--- config.mk ---
export PLATFORM = sky130hd
export DESIGN_NAME = mtimer_flat
export DESIGN_NICKNAME = d
export VERILOG_FILES = /design/src/rtl/mtimer_if.sv /design/src/rtl/mtimer.sv /design/src/flat_wrapper.sv
export SDC_FILE = /design/constraint.sdc
export NUM_CORES = 1
export LEC_CHECK = 0
export BUFFER_PORTS_ARGS = -buffer_cell sky130_fd_sc_hd__buf_2
export CORE_MARGIN = 2
export CORE_UTILIZATION = 45
export CTS_BUF_LIST = sky130_fd_sc_hd__clkbuf_8
export DETAILED_ROUTE_END_ITERATION = 16
export HOLD_SLACK_MARGIN = 0.1
export MAX_ROUTING_LAYER = met4
export SYNTH_ARGS = -nofsm -noshare
export SYNTH_HDL_FRONTEND = slang
export SYNTH_SLANG_ARGS = --single-unit
--- constraint.sdc ---
create_clock -name clk_i -period 8.25 [get_ports clk_i]
set_input_delay 1.65 -clock clk_i [delete_from_list [all_inputs] [get_ports clk_i]]
set_output_delay 1.65 -clock clk_i [all_outputs]
set_load 0.05 [all_outputs]
--- src/rtl/mtimer_if.sv ---
// rtl/mtimer_if.sv - req/gnt bus bundle shared by the memory-mapped slaves
interface mtimer_if;
  logic        ce_i;
  logic        req_i;
  logic        gnt_o;
  logic        we_i;
  logic [1:0]  hb_i;
  logic [31:0] addr_i;
  logic [31:0] wdata_i;
  logic [31:0] rdata_o;

  modport master (
    output ce_i, req_i, we_i, hb_i, addr_i, wdata_i,
    input  gnt_o, rdata_o
  );

  modport slave (
    input  ce_i, req_i, we_i, hb_i, addr_i, wdata_i,
    output gnt_o, rdata_o
  );
endinterface

--- src/rtl/mtimer.sv ---
// rtl/mtimer.sv - RISC-V machine timer: 64-bit mtime/mtimecmp with prescaler and level irq
module mtimer #(
  parameter int PRESCALE_W = 16,
  parameter int ADDR_W     = 5
) (
  input  logic     clk_i,
  input  logic     rst_i,
  mtimer_if.slave  bus,
  output logic     irq_o
);

  localparam logic [2:0] SEL_MTIME_LO = 3'd0;
  localparam logic [2:0] SEL_MTIME_HI = 3'd1;
  localparam logic [2:0] SEL_CMP_LO   = 3'd2;
  localparam logic [2:0] SEL_CMP_HI   = 3'd3;
  localparam logic [2:0] SEL_CTRL     = 3'd4;
  localparam logic [2:0] SEL_PRESCALE = 3'd5;

  logic [63:0]           mtime;
  logic [63:0]           mtimecmp;
  logic                  en;
  logic                  ie;
  logic [PRESCALE_W-1:0] prescale;
  logic [PRESCALE_W-1:0] pcnt;
  logic [31:0]           hi_shadow;

  logic [ADDR_W-1:0]     a_low;
  logic [2:0]            sel;
  logic [1:0]            lane;
  logic                  accept;
  logic                  wr;
  logic                  rd;
  logic                  tick;
  logic [31:0]           live_word;
  logic [31:0]           read_word;
  logic [31:0]           wr_word;
  logic                  unused_bits;

  assign a_low  = bus.addr_i[ADDR_W-1:0];
  assign sel    = a_low[4:2];
  assign lane   = a_low[1:0];
  assign accept = bus.ce_i & bus.req_i & ~bus.gnt_o;
  assign wr     = accept & bus.we_i;
  assign rd     = accept & ~bus.we_i;
  assign tick   = en & (pcnt == prescale);

  assign unused_bits = &{1'b0, bus.addr_i[31:ADDR_W], wr_word[31:PRESCALE_W]};

  // live_word is the merge base for writes; reads of MTIME_HI see the shadow instead
  always_comb begin
    live_word = 32'd0;
    case (sel)
      SEL_MTIME_LO: live_word = mtime[31:0];
      SEL_MTIME_HI: live_word = mtime[63:32];
      SEL_CMP_LO:   live_word = mtimecmp[31:0];
      SEL_CMP_HI:   live_word = mtimecmp[63:32];
      SEL_CTRL:     live_word = {30'd0, ie, en};
      SEL_PRESCALE: live_word = {{(32-PRESCALE_W){1'b0}}, prescale};
      default:      live_word = 32'd0;
    endcase
    read_word = (sel == SEL_MTIME_HI) ? hi_shadow : live_word;
  end

  always_comb begin
    wr_word = live_word;
    case (bus.hb_i)
      2'b00: begin
        case (lane)
          2'd0:    wr_word[7:0]   = bus.wdata_i[7:0];
          2'd1:    wr_word[15:8]  = bus.wdata_i[7:0];
          2'd2:    wr_word[23:16] = bus.wdata_i[7:0];
          default: wr_word[31:24] = bus.wdata_i[7:0];
        endcase
      end
      2'b01: begin
        if (lane[1]) wr_word[31:16] = bus.wdata_i[15:0];
        else         wr_word[15:0]  = bus.wdata_i[15:0];
      end
      default: wr_word = bus.wdata_i;
    endcase
  end

  always_ff @(posedge clk_i or posedge rst_i) begin
    if (rst_i) begin
      mtime       <= 64'd0;
      mtimecmp    <= {64{1'b1}};
      en          <= 1'b0;
      ie          <= 1'b0;
      prescale    <= '0;
      pcnt        <= '0;
      hi_shadow   <= 32'd0;
      bus.gnt_o   <= 1'b0;
      bus.rdata_o <= 32'd0;
      irq_o       <= 1'b0;
    end else begin
      // a software write to either mtime word swallows a coincident tick
      if (wr && sel == SEL_MTIME_LO)      mtime[31:0]  <= wr_word;
      else if (wr && sel == SEL_MTIME_HI) mtime[63:32] <= wr_word;
      else if (tick)                      mtime        <= mtime + 64'd1;

      if (wr && sel == SEL_CMP_LO) mtimecmp[31:0]  <= wr_word;
      if (wr && sel == SEL_CMP_HI) mtimecmp[63:32] <= wr_word;
      if (wr && sel == SEL_CTRL)   {ie, en}        <= wr_word[1:0];

      if (wr && sel == SEL_PRESCALE) begin
        prescale <= wr_word[PRESCALE_W-1:0];
        pcnt     <= '0;
      end else if (en) begin
        pcnt <= tick ? '0 : pcnt + PRESCALE_W'(1);
      end

      bus.gnt_o <= accept;
      if (rd) begin
        bus.rdata_o <= read_word;
        if (sel == SEL_MTIME_LO) hi_shadow <= mtime[63:32];
      end

      irq_o <= ie & (mtime >= mtimecmp);
    end
  end

endmodule

--- src/flat_wrapper.sv ---
// flat-port wrapper written by rule: the top's interface ports become plain ports
module mtimer_flat 
#(
  parameter int PRESCALE_W = 16,
  parameter int ADDR_W     = 5
)
  (clk_i, rst_i, irq_o, bus_ce_i, bus_req_i, bus_we_i, bus_hb_i, bus_addr_i, bus_wdata_i, bus_gnt_o, bus_rdata_o);
  mtimer_if bus_i ();
  input  logic clk_i;
  input  logic rst_i;
  output logic irq_o;
  input wire logic [$bits(bus_i.ce_i)-1:0] bus_ce_i;
  input wire logic [$bits(bus_i.req_i)-1:0] bus_req_i;
  input wire logic [$bits(bus_i.we_i)-1:0] bus_we_i;
  input wire logic [$bits(bus_i.hb_i)-1:0] bus_hb_i;
  input wire logic [$bits(bus_i.addr_i)-1:0] bus_addr_i;
  input wire logic [$bits(bus_i.wdata_i)-1:0] bus_wdata_i;
  output wire logic [$bits(bus_i.gnt_o)-1:0] bus_gnt_o;
  output wire logic [$bits(bus_i.rdata_o)-1:0] bus_rdata_o;
  assign bus_i.ce_i = bus_ce_i;
  assign bus_i.req_i = bus_req_i;
  assign bus_i.we_i = bus_we_i;
  assign bus_i.hb_i = bus_hb_i;
  assign bus_i.addr_i = bus_addr_i;
  assign bus_i.wdata_i = bus_wdata_i;
  assign bus_gnt_o = bus_i.gnt_o;
  assign bus_rdata_o = bus_i.rdata_o;
  mtimer #(.PRESCALE_W(PRESCALE_W), .ADDR_W(ADDR_W)) u_core (.clk_i(clk_i), .rst_i(rst_i), .bus(bus_i), .irq_o(irq_o));
endmodule
Word level (Yosys, flattened, before mapping)
Index checks and enable logic that the tools add are counted.
{ "totals": {"out_inout_bits": 34, "in_bits": 71, "elab_cells": 66, "regBits": 228} }
{ "op_classes": {"addsub": 2, "bitwise_logic": 9, "mux": 16, "magnitude_cmp": 1, "reduce_logical": 16, "n_eq_ne": 10} }
{ "op_table": {"columns": ["operator", "count"], "rows": [
  ["32-bit one-hot mux with 6 select lines", 1],
  ["32-bit two-way mux", 4],
  ["16-bit two-way mux", 5],
  ["64-bit by 1-bit adder with 64-bit output, second input constant", 1],
  ["64-bit greater-or-equal comparator", 1],
  ["64-bit two-way mux", 1],
  ["32-bit one-hot mux with 2 select lines", 1],
  ["8-bit two-way mux", 4],
  ["16-bit by 1-bit adder with 16-bit output, second input constant", 1],
  ["16-bit equality test", 1],
  ["1-bit AND", 6],
  ["3-bit by 2-bit equality test with 1-bit output, second input constant", 2],
  ["3-bit equality test, second input constant", 2],
  ["1-bit logical AND", 6],
  ["2-bit AND reduction", 3],
  ["2-bit nonzero test", 3],
  ["2-bit by 1-bit equality test with 1-bit output, second input constant", 2],
  ["2-bit zero test", 2],
  ["3-bit by 1-bit equality test with 1-bit output, second input constant", 1],
  ["3-bit zero test", 1],
  ["1-bit NOT", 3],
  ["3-bit OR reduction", 1],
  ["2-bit equality test, second input constant", 1],
  ["2-bit by 1-bit != test with 1-bit output, second input constant", 1]
]} }

Longest topological paths before layout
Gate-level depths: netlist of run 1.
{ "logic_depth": {"depth_word": 6, "depth_mapped": 11, "depth_no_buf": 9} }

Worst setup path before layout of run 1
No wires, ideal clock.
{ "synth_path": {"kind": "input -> register", "from": "input bus_addr_i[4]", "to": "register u_core.mtime[58]", "t_arrival_ns": 3.485, "path_buffers": 2, "slack_ns": 4.633, "setup_time_ns": 0.132, "t_required_ns": 8.118, "stages": 8, "cell_sequence": "clkbuf_1 and3b_1 clkbuf_1 a22o_1 a221o_1 a221oi_1 nor2_1 or3b_1"} }
{ "synth_between": {"elab_chain_len": 5, "elab_cells_between_ends": 16, "classes_between": "eq/ne: 5; mux: 5; bitwise: 1; reduce/logical: 5"} }
{ "synth_lines": {"columns": ["item", "line_no", "rtl"], "rows": [
  ["from (decl)", "flat_wrapper.sv:16", "input wire logic [$bits(bus_i.addr_i)-1:0] bus_addr_i;"],
  ["3-bit equality test (tied with other cells)", "mtimer.sv:52", "case (sel)"],
  ["32-bit one-hot mux with 6 select lines", "mtimer.sv:52", null],
  ["16-bit two-way mux or 8-bit two-way mux (tied branches)", "mtimer.sv:76, mtimer.sv:68", null],
  ["32-bit one-hot mux with 2 select lines", "mtimer.sv:66", "case (bus.hb_i)"],
  ["32-bit two-way mux", "mtimer.sv:98", "else if (wr && sel == SEL_MTIME_HI) mtime[63:32] <= wr_word;"],
  ["to (signal assigned)", "mtimer.sv:98", null],
  ["to (signal assigned)", "mtimer.sv:99", "else if (tick) mtime <= mtime + 64'd1;"],
  ["to (decl)", "mtimer.sv:19", "logic [63:0] mtime;"]
]} }
Parallel ways exist; a longest one is shown, timed or not.
A chain may end at the register's enable or synchronous reset.

Worst setup path in the final report of run 1
{ "layout_path": {"from": "input bus_addr_i[3]", "to": "register u_core.mtime[22]"} }
{ "layout_between": {"elab_chain_len": 5, "elab_cells_between_ends": 16, "classes_between": "eq/ne: 6; mux: 5; reduce/logical: 5"} }
{ "layout_lines": {"columns": ["item", "line_no", "rtl"], "rows": [
  ["3-bit equality test (tied with other cells)", "mtimer.sv:52", null],
  ["32-bit one-hot mux with 6 select lines", "mtimer.sv:52", null],
  ["16-bit two-way mux or 8-bit two-way mux (tied branches)", "mtimer.sv:76, mtimer.sv:68", null],
  ["32-bit one-hot mux with 2 select lines", "mtimer.sv:66", null],
  ["32-bit two-way mux", "mtimer.sv:97", "if (wr && sel == SEL_MTIME_LO) mtime[31:0] <= wr_word;"],
  ["to (signal assigned)", "mtimer.sv:97", null],
  ["to (signal assigned)", "mtimer.sv:99", null]
]} }
Parallel ways exist; a longest one is shown, timed or not.

==> flow_metrics.env, run 1 <==
export IMPL_status="completed"
export IMPL_max_slew_margin=0.124
export IMPL_p_int_w=0.00231
export IMPL_yosysSeqAreaShare=0.422
export IMPL_drc=0
export IMPL_drive_gt1_frac=0.172
export IMPL_layout_commonest_cell="nand2_1"
export IMPL_synth_async_reset_ratio=1.00
export IMPL_placementRows=63
export IMPL_critPathMaxStageDelay_ps=1040
export IMPL_cts_resized=0
export IMPL_ir_worst_vdd_mv=0.111
export IMPL_power_switching_w=0.00133
export IMPL_layout_min_cycle_time_ps=4730
export IMPL_yosys_most_used_dff="dfrtp_1"
export IMPL_sw_frac_of_total=0.366
export IMPL_syn_area_per_cell_um2=8.99
export IMPL_setup_viol=0
export IMPL_synth_area_um2=13700
export IMPL_gp_congestion=0.988
export IMPL_rsz0062_at_grt="no"
export IMPL_tns_ps=0
export IMPL_synthToLayoutAreaGrowth_pct=11.3
export IMPL_first_iter_violations=1120
export IMPL_dpl_cell_area_um2=14400
export IMPL_p_leak_nw=6.65
export IMPL_htree_levels=2
export IMPL_first_pass_iters=8
export IMPL_layout_common_cells="nand2_1, o21ai_0, dfrtp_1, inv_1, nor2_1"
export IMPL_fin_cells=1998
export IMPL_fin_area_um2=15200
export IMPL_portBuffers=77
export IMPL_grt_max_degree=78
export IMPL_io_pin_count=105
export IMPL_post_cts_buffers=0
export IMPL_die_y_um=178
export IMPL_cts_made_buffers=42
export IMPL_avgViaCountPerCell=5.99
export IMPL_skew_ps=30.6
export IMPL_worst_setup_path_end_kind="flop"
export IMPL_fin_crit_sh=0.573
export IMPL_required_ps=8680
export IMPL_clkTransAtPathRegs_ps=60
export IMPL_place_inst=1918
export IMPL_seq_power_share=0.440
export IMPL_cp_start_kind="primary input"
export IMPL_crit_path_top_delay_cell="nand4_1"
export IMPL_cap_violations=0
export IMPL_syn_num_nets=1660
export IMPL_yosys_warnings=0
export IMPL_worstHoldPathType="flop to flop"
export IMPL_crit_type="primary input to flop"
export IMPL_ant_nets=0
export IMPL_grt_pass1_wl_um=70000
export IMPL_hold_viol_final=0
export IMPL_crit_chain="buf_2 -> buf_4 -> nor2b_1 -> nor2b_4 -> buf_4 -> nand2_1 -> buf_4 -> nand4_1 -> nor3_1 -> xnor2_1 -> o21ai_0"
export IMPL_power_density_nw_per_um2=239
export IMPL_combPwrFrac=0.257
export IMPL_start_util=0.460
export IMPL_layout_nets=1709
export IMPL_tritoncts="done"
export IMPL_grt_pass1_vias=11600
export IMPL_power_frac_clock=0.304
export IMPL_dr_total_vias=12000
export IMPL_cts_num_sinks=228
export IMPL_clock_latency_ps=570
export IMPL_crit_path_frequent_cell="buf_4"
export IMPL_hold_buffers=0
export IMPL_synth_edf_count=0
export IMPL_crit_fanout=45
export IMPL_ys_ff_latch=228
export IMPL_syn_inst=1523
export IMPL_yosysUniqueCellTypes=72
export IMPL_fillers=2862
export IMPL_antenna_found_initial=1
export IMPL_overflow=0
export IMPL_place_hpwl_um=32700
export IMPL_dieArea_um2=31800
export IMPL_whs_ps=458
export IMPL_max_slew_worst_pin_slew_ps=1300
export IMPL_wl_per_cell_um=23.1
export IMPL_cts_buffer_depth=3
export IMPL_coreArea_um2=29800
export IMPL_grt_use_total=0.304
export IMPL_finalMaxSlewViolations=0
export IMPL_routed_wl_um=46200
export IMPL_cts_root_buf="clkbuf_8"
export IMPL_die_x_um=178
export IMPL_critical_path_arrival_ps=5160
export IMPL_max_freq_mhz=211
-- Yosys cell counts, types with 31 or more instances --
cell type	instances	area [um2]
dfstp_2	64	1680
nor2_1	100	375
dfrtp_1	164	4100
mux2_2	33	372
nand4_1	36	225
ha_1	66	826
nor3_1	46	230
xnor2_1	51	447
a21oi_1	64	320
nand2_1	208	781
clkbuf_1	74	278
o21ai_0	174	871
mux2i_1	42	420
inv_1	83	312
nand3_1	31	155
-- sequential cells by signal (all words and copies together), names as in the netlist --
register and count:
u_core.hi_shadow 32, u_core.bus.gnt_o 1, u_core.irq_o 1, u_core.mtime 64
u_core.pcnt 16, u_core.ie 1, u_core.en 1, u_core.prescale 16
u_core.bus.rdata_o 32, u_core.mtimecmp 64
-- critical path, delay by kind of cell --
family                    cells  cell delay, ps
AOI/OAI and AO/OA             1              90
xor gates and xnor gates      1             150
buffers and inverters         4            1250
and+or+nand+nor               5            1980
-- layout make-up --
type                    instances  area, um2  area share
clock buffers                  52        716      0.0469
multi-input cells            1120       7260       0.476
flip-flops and latches        228       5790       0.379
diodes                          2       5.00    0.000328
clock inverters                26        133     0.00870
inverters                      83        319      0.0209
repair buffers                 97        536      0.0351
well taps                     390        488      0.0320
-- through the flow --
step	total power, W	utilization	setup slack (ps)
floorplan	0.00221	-	458
global placement	0.00251	0.483	3020
detailed placement	0.00254	0.483	3020
CTS	0.00366	0.512	3610
global route	0.00384	0.512	3250
finish	0.00365	0.512	3520
-- path summary, 6_finish.rpt --
path,startpoint,to,slack (ps),cells after the start
hold reg to reg,u_core.bus.gnt_o$_DFF_PP0_,u_core.bus.gnt_o$_DFF_PP0_,460,1
setup reg to reg,u_core.mtime[7]$_DFFE_PP0P_,u_core.mtime[42]$_DFFE_PP0P_,4610,7
hold / removal,u_core.bus.gnt_o$_DFF_PP0_,u_core.bus.gnt_o$_DFF_PP0_,460,1
max in group asynchronous,rst_i,u_core.mtime[10]$_DFFE_PP0P_,5640,3
min in group asynchronous,rst_i,u_core.bus.rdata_o[7]$_DFFE_PP0P_,1150,2
setup / recovery,bus_addr_i[3],u_core.mtime[22]$_DFFE_PP0P_,3520,11
-- power groups by stage --
stage	combinational [W]	sequential [W]	clock, W
finish	0.000936	0.00160	0.00111
global route	0.00104	0.00163	0.00117
CTS	0.000933	0.00160	0.00113
detailed placement	0.000928	0.00161	0
global placement	0.000907	0.00161	0
floorplan	0.000598	0.00161	0
-- cells by family after synthesis --
| logic type | share of synthesized area |
|---|---|
| and+or+nand+nor | 0.174 |
| AOI/OAI and AO/OA | 0.189 |
| DFF | 0.422 |
| buffers and inverters | 0.0491 |
| muxes | 0.0644 |
| adders and majority gates | 0.0603 |
| xor gates and xnor gates | 0.0409 |
-- per-layer routing --
metal / GRT usage / routed length [um] / up-vias
met3: 0.0678 / 3830 / 134
li1: - / - / 5566
met2: 0.469 / 20900 / 503
met4: 0.147 / 2430 / 0
met1: 0.379 / 19000 / 5770
met5: - / 0 / -
Note: power is estimated with default switching activity, not from simulation.
==> run 2, diff against run 1 <==
==> constraint.sdc (replaced) <==
create_clock -name clk_i -period 4.5 [get_ports clk_i]
set_input_delay 0.9 -clock clk_i [delete_from_list [all_inputs] [get_ports clk_i]]
set_output_delay 0.9 -clock clk_i [all_outputs]
set_load 0.05 [all_outputs]
==> run 2 against run 1 <==
Compared with the run above:
- setup slack worse by 2500 ps
- sequential power is 84% higher
- critical path depth shrank 4
- via count is 1.1% higher
==> flow_metrics.env, run 2 (same netlist as run 1, synthesis figures left out) <==
export IMPL_status="completed"
export IMPL_max_freq_mhz=289
export IMPL_grt_pass1_vias=11600
export IMPL_hold_path_depth=1
export IMPL_overflow=0
export IMPL_grt_pass1_wl_um=69600
export IMPL_layout_common_cells="nand2_1, o21ai_0, dfrtp_1, nor2_1, inv_1"
export IMPL_clkTransAtPathRegs_ps=60
export IMPL_layout_commonest_cell="nand2_1"
export IMPL_die_x_um=178
export IMPL_required_ps=4980
export IMPL_first_iter_violations=1212
export IMPL_layout_nets=1723
export IMPL_hold_buffers=0
export IMPL_first_pass_iters=5
export IMPL_worstHoldPathType="flop to flop"
export IMPL_wl_met2_um=20700
export IMPL_ir_worst_vdd_mv=0.257
export IMPL_clock_latency_ps=560
export IMPL_register_area_um2=5790
export IMPL_route_met3_wl_um=3220
export IMPL_fin_util=0.517
export IMPL_routed_wl_um=45600
export IMPL_placementRows=63
export IMPL_hold_viol_final=0
export IMPL_start_util=0.460
export IMPL_tns_ps=0
export IMPL_fillers=2847
export IMPL_cts_resized=0
export IMPL_portBuffers=77
export IMPL_cp_start_kind="flop"
export IMPL_setup_slack_ps=1030
export IMPL_synthToLayoutAreaGrowth_pct=12.4
export IMPL_crit_fanout=17
export IMPL_pre_cts_ws_ps=861
export IMPL_antenna_found_initial=2
export IMPL_worst_setup_path_end_kind="flop"
export IMPL_p_leak_nw=6.71
export IMPL_avgViaCountPerCell=6.02
export IMPL_die_y_um=178
export IMPL_multi_input_area_um2=7260
export IMPL_rr_worst_depth=7
export IMPL_grt_use_total=0.299
export IMPL_cap_violations=0
export IMPL_critical_path_arrival_ps=3950
export IMPL_drc=0
export IMPL_max_slew_margin=0.369
export IMPL_dieArea_um2=31800
export IMPL_drt_met1_wl_um=19400
export IMPL_top_regs="u_core.mtime: 64 flops, u_core.mtimecmp: 64 flops"
export IMPL_finalMaxSlewViolations=0
export IMPL_max_slew_worst_pin_slew_ps=938
export IMPL_wl_per_cell_um=22.7
export IMPL_top_layer="met4"
export IMPL_dr_total_vias=12100
export IMPL_power_density_nw_per_um2=435
export IMPL_crit_type="flop to flop"
export IMPL_htree_levels=2
export IMPL_gp_congestion=0.975
export IMPL_cts_made_buffers=42
export IMPL_post_cts_buffers=0
export IMPL_ant_nets=0
export IMPL_place_hpwl_um=32900
export IMPL_rsz0062_at_grt="no"
export IMPL_coreArea_um2=29800
export IMPL_io_pin_count=105
export IMPL_grt_max_degree=103
export IMPL_cts_buffer_depth=3
export IMPL_drive_gt1_frac=0.181
export IMPL_setup_viol=0
export IMPL_fin_crit_sh=0.770
export IMPL_layout_min_cycle_time_ps=3470
export IMPL_cts_root_buf="clkbuf_8"
export IMPL_skew_ps=23.0
export IMPL_tritoncts="done"
export IMPL_cts_num_sinks=228
[run 2: cell types whose count changed in the layout (fill, tap and decap cells not counted)]
| cell | delta |
|---|---|
| inv_8 | -1 |
| bufinv_16 | -1 |
| clkbuf_8 | +4 |
| buf_12 | +2 |
| clkinvlp_4 | +2 |
| inv_1 | -4 |
| inv_6 | +1 |
| clkinv_2 | -1 |
| buf_4 | +12 |
[run 2: worst paths after layout]
check,start,end,slack (ps)
worst max register to register,u_core.mtime[7]$_DFFE_PP0P_,u_core.mtime[63]$_DFFE_PP0P_,1030
worst max-delay path,u_core.mtime[7]$_DFFE_PP0P_,u_core.mtime[63]$_DFFE_PP0P_,1030
worst min register to register,u_core.bus.gnt_o$_DFF_PP0_,u_core.bus.gnt_o$_DFF_PP0_,460
min in group asynchronous,rst_i,u_core.bus.rdata_o[4]$_DFFE_PP0P_,530
worst min-delay path,u_core.bus.gnt_o$_DFF_PP0_,u_core.bus.gnt_o$_DFF_PP0_,460
max in group asynchronous,rst_i,u_core.mtimecmp[21]$_DFFE_PP1P_,2940
[run 2: metal layers]
| metal | up-vias | track usage |
|---|---|---|
| li1 | 5590 | - |
| met1 | 5869 | 0.387 |
| met2 | 529 | 0.455 |
| met3 | 119 | 0.0535 |
| met4 | 0 | 0.141 |
| met5 | - | - |
[run 2: where the power goes]
group	switching [W]	leakage [nW]	total [W]	internal, W
clock network	0.000919	0.504	0.00203	0.00111
registers	0.000456	2.79	0.00294	0.00248
logic	0.00105	3.42	0.00173	0.000678
[run 2: metrics by stage]
step                      hold WS [ps]  total power [W]  std cells  cell area [um2]
after CTS                          463          0.00671       2010            15400
after global placement             436          0.00461       1932            14500
final                              459          0.00669       2012            15400
after detailed placement           454          0.00466       1932            14500
after global routing               484          0.00708       2012            15400
after floorplan                    449          0.00405       1523            13700
[run 2: layout make-up]
class                   instances  area share
diodes                          2    0.000325
clock buffers                  56      0.0501
clock inverters                22     0.00642
inverters                      83      0.0205
multi-input cells            1120       0.472
flip-flops and latches        228       0.376
well taps                     390      0.0317
repair buffers                111      0.0432
[run 2: critical path: stages (launching register included)]
cell and delay [ps]:
dfrtp_1 500, nand4_1 330, nor4_4 590, and3_1 300, nand4_2 580, or2_1 580, o41a_1 410, o211ai_1 90
==> run 3, diff against run 2 <==
==> constraint.sdc (replaced) <==
create_clock -name clk_i -period 2.85 [get_ports clk_i]
set_input_delay 0.57 -clock clk_i [delete_from_list [all_inputs] [get_ports clk_i]]
set_output_delay 0.57 -clock clk_i [all_outputs]
set_load 0.05 [all_outputs]
==> run 3 against run 2 <==
Compared with the run above:
- setup slack worse by 900 ps
- clock skew is 1.2 ps higher
- global-route usage grew 2.7 points
- critical path type unchanged
- highest routed layer unchanged
==> flow_metrics.env, run 3 (same netlist as run 1, synthesis figures left out) <==
export IMPL_grt_use_total=0.326
export IMPL_antennaDiodeCount=0
export IMPL_grt_use_met3=0.0648
export IMPL_tns_ps=0
export IMPL_crit_path_top_delay_cell="or3_1"
export IMPL_status="completed"
export IMPL_layout_min_cycle_time_ps=2720
export IMPL_grt_pass1_vias=12400
export IMPL_register_area_um2=5790
export IMPL_setup_viol=0
export IMPL_cp_start_kind="flop"
export IMPL_overflow=0
export IMPL_clock_latency_ps=580
export IMPL_whs_ps=236
export IMPL_drive_gt1_frac=0.240
export IMPL_hold_viol_final=0
export IMPL_crit_path_frequent_cell="buf_4"
export IMPL_wl_per_cell_um=23.0
export IMPL_top_regs="u_core.mtime: 64 flops, u_core.mtimecmp: 64 flops"
export IMPL_htree_levels=2
export IMPL_drc=0
export IMPL_ant_nets=0
export IMPL_required_ps=3300
export IMPL_skew_ps=24.2
export IMPL_grt_pass1_wl_um=74800
export IMPL_max_slew_margin=0.398
export IMPL_placementRows=63
export IMPL_finalMaxSlewViolations=0
export IMPL_multi_input_area_um2=7270
export IMPL_io_pin_count=105
export IMPL_dieArea_um2=31800
export IMPL_hold_path_depth=3
export IMPL_critical_path_arrival_ps=3170
export IMPL_layout_commonest_cell="nand2_1"
export IMPL_first_iter_violations=1126
export IMPL_grt_max_degree=64
export IMPL_cts_buffer_depth=3
export IMPL_fin_crit_sh=0.953
export IMPL_first_pass_iters=8
export IMPL_layout_nets=1850
export IMPL_gp_congestion=1.01
export IMPL_grtUsageMet1=0.404
export IMPL_grt_busiest_layer="met2"
export IMPL_routed_wl_um=49200
export IMPL_antenna_found_initial=0
export IMPL_max_freq_mhz=368
export IMPL_start_util=0.460
export IMPL_coreArea_um2=29800
export IMPL_power_density_nw_per_um2=678
export IMPL_critPathMaxStageDelay_ps=430
export IMPL_ir_worst_vdd_mv=0.527
export IMPL_cap_violations=0
export IMPL_post_cts_buffers=0
export IMPL_layout_common_cells="nand2_1, o21ai_0, dfrtp_1, buf_4, inv_1"
export IMPL_cts_root_buf="clkbuf_8"
export IMPL_fillers=2775
export IMPL_use_met2=0.522
export IMPL_p_leak_nw=7.39
export IMPL_r2r_setup_slack_ps=130
export IMPL_tritoncts="done"
export IMPL_die_y_um=178
export IMPL_portBuffers=77
export IMPL_worst_setup_path_end_kind="flop"
export IMPL_avgViaCountPerCell=5.94
export IMPL_place_hpwl_um=37100
export IMPL_synthToLayoutAreaGrowth_pct=20.3
export IMPL_p_total_w=0.0112
export IMPL_rsz0062_at_grt="no"
export IMPL_dr_total_vias=12700
export IMPL_worstHoldPathType="primary input to flop"
export IMPL_cts_made_buffers=44
export IMPL_crit_type="flop to flop"
export IMPL_cts_num_sinks=228
export IMPL_rr_worst_depth=10
export IMPL_crit_fanout=5
export IMPL_max_slew_worst_pin_slew_ps=899
export IMPL_clkTransAtPathRegs_ps=60
export IMPL_crit_chain="nand4_1 -> nor4_4 -> buf_4 -> nand2_2 -> or3_1 -> buf_4 -> nor3_4 -> buf_4 -> a311oi_1 -> a211oi_1"
export IMPL_die_x_um=178
==> run 3: changes by cell type in the layout (fill, tap and decap cells not counted), sizes merged <==
| cell | before | now |
|---|---|---|
| buf | 111 | 235 |
| bufinv | 0 | 2 |
| diode | 2 | 0 |
| clkbuf | 56 | 55 |
| dlygate4sd3 | 0 | 1 |
| inv | 99 | 101 |
| clkinv | 3 | 4 |
==> run 3: per-layer routing <==
metal	part of all wire	up-vias
li1	-	5843
met1	0.40	6157
met2	0.47	564
met3	0.083	148
met4	0.045	0
met5	0	-
==> run 3: what timing repair did <==
item                                   4_1_cts  5_1_grt
endpoints found under the hold margin        9        0
gates resized for setup                      0        1
setup endpoints to repair                    0        1
hold buffers                                 1        0
==> run 3: area by class of cell <==
| type | count | area share |
|---|---|---|
| flip-flops and latches | 228 | 0.351 |
| multi-input cells | 1120 | 0.441 |
| well taps | 390 | 0.0296 |
| inverters | 83 | 0.0191 |
| clock inverters | 27 | 0.0101 |
| repair buffers | 236 | 0.103 |
| clock buffers | 55 | 0.0459 |
==> run 3: report_power, final <==
part	internal [W]	switching, W
clock network	0.00192	0.00150
registers	0.00392	0.000584
logic	0.00131	0.00195
total	0.00714	0.00403
==> run 3: worst paths after layout <==
| kind | start | to |
|---|---|---|
| worst min-delay path | bus_req_i | u_core.bus.gnt_o$_DFF_PP0_ |
| worst min register to register | u_core.bus.gnt_o$_DFF_PP0_ | u_core.bus.gnt_o$_DFF_PP0_ |
| worst max register to register | u_core.mtime[10]$_DFFE_PP0P_ | u_core.mtime[56]$_DFFE_PP0P_ |
| min in group asynchronous | rst_i | u_core.mtime[38]$_DFFE_PP0P_ |
| worst max-delay path | u_core.mtime[10]$_DFFE_PP0P_ | u_core.mtime[56]$_DFFE_PP0P_ |
| max in group asynchronous | rst_i | u_core.bus.rdata_o[17]$_DFFE_PP0P_ |
==> run 3: worst max-delay path, delay by kind of cell (launching register included) <==
| kind | cells | cell delay [ps] |
|---|---|---|
| AOI/OAI and AO/OA | 2 | 380 |
| buffers and inverters | 3 | 590 |
| DFF | 1 | 360 |
| and+or+nand+nor | 5 | 1270 |
==> run 3: stage by stage <==
stage	instances	worst slack, ps	utilization	instance area (um2)
after CTS	2139	95.0	0.553	16500
after detailed placement	2056	-55.0	0.521	15500
after global routing	2139	26.1	0.553	16500
final	2139	133	0.553	16500
after floorplan	1523	-648	-	13700
after global placement	2056	5.45	0.521	15500
